<file path="src/rtl/audio_pkg.sv">
// Shared constants and helpers for the codec audio path (speaker and line-in).
package audio_pkg;

  localparam int unsigned SAMPLE_W      = 16;
  localparam int unsigned BITS_PER_HALF = 16;
  localparam int unsigned CNT_W         = 9;

  // Counter bit positions that drive the codec clocks
  localparam int unsigned MCLK_BIT = 1;
  localparam int unsigned SCK_BIT  = 3;
  localparam int unsigned LRCK_BIT = 8;

  // Low counter nibble on the first cycle with sck high
  localparam logic [3:0] CAPTURE_PHASE = 4'd8;

  // Thermometer meter code: n ones (LSB-aligned), n = |s| >> 11, n in 0..16.
  // Magnitude is formed at 17 bits so -32768 negates without overflow.
  function automatic logic [SAMPLE_W-1:0] level_code(input logic [SAMPLE_W-1:0] s);
    logic [SAMPLE_W:0] ext;
    logic [SAMPLE_W:0] mag;
    logic [SAMPLE_W:0] n;
    logic [SAMPLE_W-1:0] code;
    ext  = {s[SAMPLE_W-1], s};
    mag  = s[SAMPLE_W-1] ? (~ext + 17'd1) : ext;
    n    = mag >> 11;
    code = '0;
    for (int unsigned i = 0; i < SAMPLE_W; i++) begin
      code[i] = (i < 32'(n));
    end
    return code;
  endfunction

endpackage

</file>
<file path="src/rtl/audio_clk_gen.sv">
// Codec clock generator: free-running 9-bit counter with registered
// mclk (clk/4), sck (clk/16) and lrck (clk/512). Exports the counter.
module audio_clk_gen
  import audio_pkg::*;
(
  input  logic             clk,
  input  logic             reset,
  output logic [CNT_W-1:0] cnt,
  output logic             mclk,
  output logic             sck,
  output logic             lrck
);

  logic [CNT_W-1:0] cnt_nxt;

  // Next counter value; the clock outputs register from it so they track cnt
  always_comb begin
    cnt_nxt = cnt + 9'd1;
  end

  // Counter and clock output registers
  always_ff @(posedge clk) begin
    if (reset) begin
      cnt  <= '0;
      mclk <= 1'b0;
      sck  <= 1'b0;
      lrck <= 1'b0;
    end else begin
      cnt  <= cnt_nxt;
      mclk <= cnt_nxt[MCLK_BIT];
      sck  <= cnt_nxt[SCK_BIT];
      lrck <= cnt_nxt[LRCK_BIT];
    end
  end

endmodule

</file>
<file path="src/rtl/line_in_ctrl.sv">
// I2S line-in receiver: generates codec clocks and deserializes audio_sdout
// into coherent 16-bit left/right pairs with a one-cycle sample_valid strobe.
// Optional feature macro: LINE_IN_LEVEL_EN adds the level_led meter output.
module line_in_ctrl
  import audio_pkg::*;
#(
  parameter bit SWAP_LR = 1'b0
) (
  input  logic                clk,
  input  logic                reset,
  output logic                audio_mclk,
  output logic                audio_sck,
  output logic                audio_lrck,
  input  logic                audio_sdout,
  output logic [SAMPLE_W-1:0] audio_out_left,
  output logic [SAMPLE_W-1:0] audio_out_right,
  output logic                sample_valid
`ifdef LINE_IN_LEVEL_EN
  ,
  output logic [SAMPLE_W-1:0] level_led
`endif
);

  logic [CNT_W-1:0]    cnt;
  logic                sdout_q;
  logic [SAMPLE_W-1:0] shift16;
  logic [SAMPLE_W-1:0] left_hold;
  logic                primed;
  logic [4:0]          slot;
  logic                capture;
  logic [SAMPLE_W-1:0] shift_in;
  logic [SAMPLE_W-1:0] new_left;
  logic [SAMPLE_W-1:0] new_right;

  audio_clk_gen u_clk_gen (
    .clk   (clk),
    .reset (reset),
    .cnt   (cnt),
    .mclk  (audio_mclk),
    .sck   (audio_sck),
    .lrck  (audio_lrck)
  );

  // Capture timing, shift input and (optionally swapped) output words
  always_comb begin
    slot      = cnt[8:4];
    capture   = (cnt[3:0] == CAPTURE_PHASE);
    shift_in  = {shift16[SAMPLE_W-2:0], sdout_q};
    new_left  = SWAP_LR ? shift_in  : left_hold;
    new_right = SWAP_LR ? left_hold : shift_in;
  end

  // Deserializer, left-word holding register and output pair update.
  // The right word completes at slot 0 of the next frame (I2S one-bit delay),
  // so the pair is published there, once a left word has been seen.
  always_ff @(posedge clk) begin
    if (reset) begin
      sdout_q         <= 1'b0;
      shift16         <= '0;
      left_hold       <= '0;
      primed          <= 1'b0;
      audio_out_left  <= '0;
      audio_out_right <= '0;
      sample_valid    <= 1'b0;
    end else begin
      sdout_q      <= audio_sdout;
      sample_valid <= 1'b0;
      if (capture) begin
        shift16 <= shift_in;
        if (slot == 5'(BITS_PER_HALF)) begin
          left_hold <= shift_in;
          primed    <= 1'b1;
        end
        if (slot == 5'd0 && primed) begin
          audio_out_left  <= new_left;
          audio_out_right <= new_right;
          sample_valid    <= 1'b1;
        end
      end
    end
  end

`ifdef LINE_IN_LEVEL_EN
  // Level meter follows the left word published with each strobe
  always_ff @(posedge clk) begin
    if (reset) begin
      level_led <= '0;
    end else if (capture && slot == 5'd0 && primed) begin
      level_led <= level_code(new_left);
    end
  end
`endif

endmodule

</file>
<file path="config.mk">
export PLATFORM = sky130hd
export DESIGN_NAME = line_in_ctrl
export DESIGN_NICKNAME = d
export VERILOG_FILES = /design/src/rtl/audio_pkg.sv /design/src/rtl/audio_clk_gen.sv /design/src/rtl/line_in_ctrl.sv
export SDC_FILE = /design/constraint.sdc
export NUM_CORES = 1
export LEC_CHECK = 0
export ABC_AREA = 1
export CAP_MARGIN = 10
export CORE_MARGIN = 2
export CORE_UTILIZATION = 41
export CTS_CLUSTER_DIAMETER = 120
export DETAILED_ROUTE_END_ITERATION = 6
export PLACE_DENSITY = 0.6
export SLEW_MARGIN = 20
export SYNTH_ARGS = -nofsm -noshare
export SYNTH_HDL_FRONTEND = slang
export SYNTH_SLANG_ARGS = --single-unit
</file>
<file path="constraint.sdc">
create_clock -name clk -period 1.84 [get_ports clk]
set_input_delay 0.184 -clock clk [delete_from_list [all_inputs] [get_ports clk]]
set_output_delay 0.184 -clock clk [all_outputs]
set_load 0.02 [all_outputs]
</file>
==> metrics.md <==
| Metric | Value |
|---|---|
| Post-route ant nets | `0` |
| Synth top area share | `0.4957` |
| Most instantiated library cell after synthesis | `dfxtp_1` |
| Core ar. | `0.007214 mm2` |
| Post-synthesis sequential area ratio | `0.4957` |
| Tcrit/Tclk final | `0.8815` |
| Largest delay share family, worst path | `buffers and inverters` |
| Switching power share of the total | `0.1951` |
| Period minus WS final | `1.622 ns` |
| Final Non-Filler Cells | `542` |
| Fraction of final layout cells sized beyond drive strength 1 | `0.06095` |
| HP Class | `in2reg` |
| Sequential share of power | `0.482` |
| Post-synth top area cell | `dfxtp_1` |
| Critical path capture point type | `output pin` |
| Hold path cells | `3` |
| Placed cells | `527` |
| Row cnt | `31` |
| Fin. max-slew vios | `0` |
| Dpl ws | `0.4014 ns` |
| Final std cell area, no fill | `0.003757 mm2` |
| Synth top area cells | `dfxtp_1 50%, a21oi_1 11%, nand3_1 8.4%` |
| Rel. slew slack | `0.7002` |
| Num CTS Buffers | `9` |
| Vias in the first global route | `2386` |
| Tightest Pin Transition | `0.4486 ns` |
| Skew-Pair Late Insertion Delay | `0.34 ns` |
| First-pass DRT Iterations | `4` |
| Routed via count | `2584` |
| Largest net degree at the start of global routing | `68` |
| Die Ht | `89.96 um` |
| Die Span X | `89.96 um` |
| Crit path max-delay cell type | `clkdlybuf4s50_1` |
| Crit-path cells | `clkdlybuf4s50_1` |
| Total Nets Final | `444` |
| Synth Area per Inst | `7.335 um2` |
| Resized cells post-CTS | `0` |
| First-pass GRT wire length | `10660 um` |
| Max H-tree Level | `3` |
| CP endpoint | `audio_sck` |
| Pleak | `1.379 nW` |
| Initial antenna violation count | `0` |
| Post-synth EDFFs | `0` |
| Root Buffer | `clkbuf_8` |
| Syn Nets | `418` |
| Register bit total from synthesis | `75` |
| DRT iter0 DRCs | `114` |
| RSZ-0062 raised after global routing | `no` |
| TNS Setup | `0 ns` |
| # setup viols final | `0` |
| GRT Residual Overflow | `0` |
| Worst Path Max Fanout | `5` |
| Placed inst area | `0.003495 mm2` |
| Area grow syn2layout | `24.04%` |
| PwrDens | `904.1 mW/mm2` |
| Clock tree buffer depth | `2` |
| Fmax | `0.6166 GHz` |
| Dominant synthesized flop cell | `dfxtp_1` |
| I/O Buffers | `38` |
| Routed vias/inst | `4.768` |
| Gr usage total | `0.1570` |
| Worst Setup SP | `u_clk_gen.cnt[3]` |
| Reg2reg start | `u_clk_gen.cnt[1]` |
| # diodes | `0` |
| Crit path DAT | `1.44 ns` |
| Clk pin slew, worst setup/hold paths | `0.08 ns` |
| CTS tree | `built` |
| Gate power share | `0.030` |
| Internal | `2.734 mW` |
| Fin. Hold Viols | `0` |
| Async set-reset flop share out of synthesis | `0` |
| Cts hold-fix bufs | `0` |
| Clock skew | `0.006909 ns` |
| Drt wl/cell | `11.29 um` |
| Mapped Area | `0.003029 mm2` |
| Placer congestion estimate | `0.7579` |
| DRT Wirelength | `6121 um` |
| Largest stage delay on the critical path | `0.65 ns` |
| Starting Density | `0.4199` |
| Clock share of power | `0.488` |
| CP Class | `reg2out` |
| R2R cell count | `8` |
| Startpoint Class | `flip-flop` |
| DP Wirelength | `3827 um` |
| Yosys warns | `0` |
| I/O pins | `39` |
| Cell variety after synth | `19` |
| Total power | `3.397 mW` |
| NetSw | `0.6627 mW` |
| Worst path depth | `1` |
| Post-CTS Setup Repair Bufs | `0` |
| DRC viols | `0` |
| Outcome | `finished, final reports clean` |
| Final setup margin | `0.2181 ns` |
| R2R Path End | `left_hold[4]` |
| Critical Path RT | `1.66 ns` |
| CP Buf/Inv Count | `1` |
| Synth cell count leaders | `75 x dfxtp_1, 66 x a21oi_1, 66 x nor2_1` |
| Peak VDD IR | `0.0004251 V` |
| Synth Instances | `413` |
| R2R Setup Slk | `0.38 ns` |
| Number of max-cap violations | `0` |
| Die area | `0.008092 mm2` |
| Sink Count | `75` |
registers in the layout, summed over array words and instances, names as in the netlist:
signal,flops
primed,1
sample_valid,1
shift16,15
u_clk_gen.cnt,8
sdout_q,1
audio_out_left,16
left_hold,16
u_clk_gen.lrck,1
audio_out_right,16
metal layers:
metal	global-route usage	part of all wire	vias up
met5	0	0	-
met4	0.05769	0.0046	0
met3	0.03185	0.035	4
met2	0.2506	0.44	49
met1	0.2115	0.52	1156
li1	-	-	1375
power groups by stage:
stage	sequential, mW	combinational, mW	clock, mW
finish	1.64	0.102	1.66
global route	1.64	0.115	1.76
CTS	1.64	0.103	1.69
detailed placement	1.68	0.102	0
global placement	1.67	0.102	0
floorplan	1.68	0.0712	0
cell usage in the layout (no fill, tap or decap):
cell type	n
dfxtp_1	75
a21oi_1	66
nor2_1	65
nand2_1	58
nand3_1	51
inv_1	41
clkdlybuf4s50_1	38
o21ai_0	15
clkbuf_8	10
buf_4	5
bufinv_16	4
buf_12	4
nor2_4	2
ha_1	2
nand3_2	1
xnor2_1	1
o21a_1	1
xor2_1	1
nand4_1	1
a31oi_1	1
clkinv_2	1
how the worst min path moves through the flow:
stage	slack [ns]	startpoint	to
after global placement	0.44	u_clk_gen.cnt[0]	u_clk_gen.cnt[0]
after floorplan	0.29	audio_sdout	sdout_q
after global routing	0.39	audio_sdout	sdout_q
final	0.37	audio_sdout	sdout_q
after CTS	0.37	audio_sdout	sdout_q
after detailed placement	0.46	u_clk_gen.cnt[0]	u_clk_gen.cnt[0]
area by class of cell:
type / count / area (um2)
Clock buffer: 10 / 137.6
Clock inverter: 5 / 125.1
Fill cell: 741 / 3457
Inverter: 41 / 153.9
Multi-Input combinational cell: 265 / 1217
Sequential cell: 75 / 1501
Tap cell: 99 / 123.9
Timing Repair Buffer: 47 / 498.0
cells by family after synthesis:
kind of cell             after synthesis  synth area share
AND/OR/NAND/NOR                      178            0.2470
adder cells (fa/ha/maj)                2          0.008260
AO/OA/AOI/OAI                         83            0.1384
XOR/XNOR                               2          0.005784
flip-flops                            75            0.4957
buffers and inverters                 73            0.1049
per-stage QoR:
step / utilization / hold slack, ns
after floorplan: - / 0.2910
after global placement: 0.4844 / 0.4426
after detailed placement: 0.4844 / 0.4584
after CTS: 0.5208 / 0.3658
after global routing: 0.5208 / 0.3863
final: 0.5208 / 0.3715
worst reg2reg max path, stage by stage (launching register included):
cell and delay (ns):
dfxtp_1 0.35, inv_1 0.07, ha_1 0.15, nand3_2 0.10, nor2_4 0.18, buf_12 0.24
nand3_1 0.13, nand2_1 0.10, nor2_1 0.04
No activity file was read; power rests on OpenSTA's default activity.
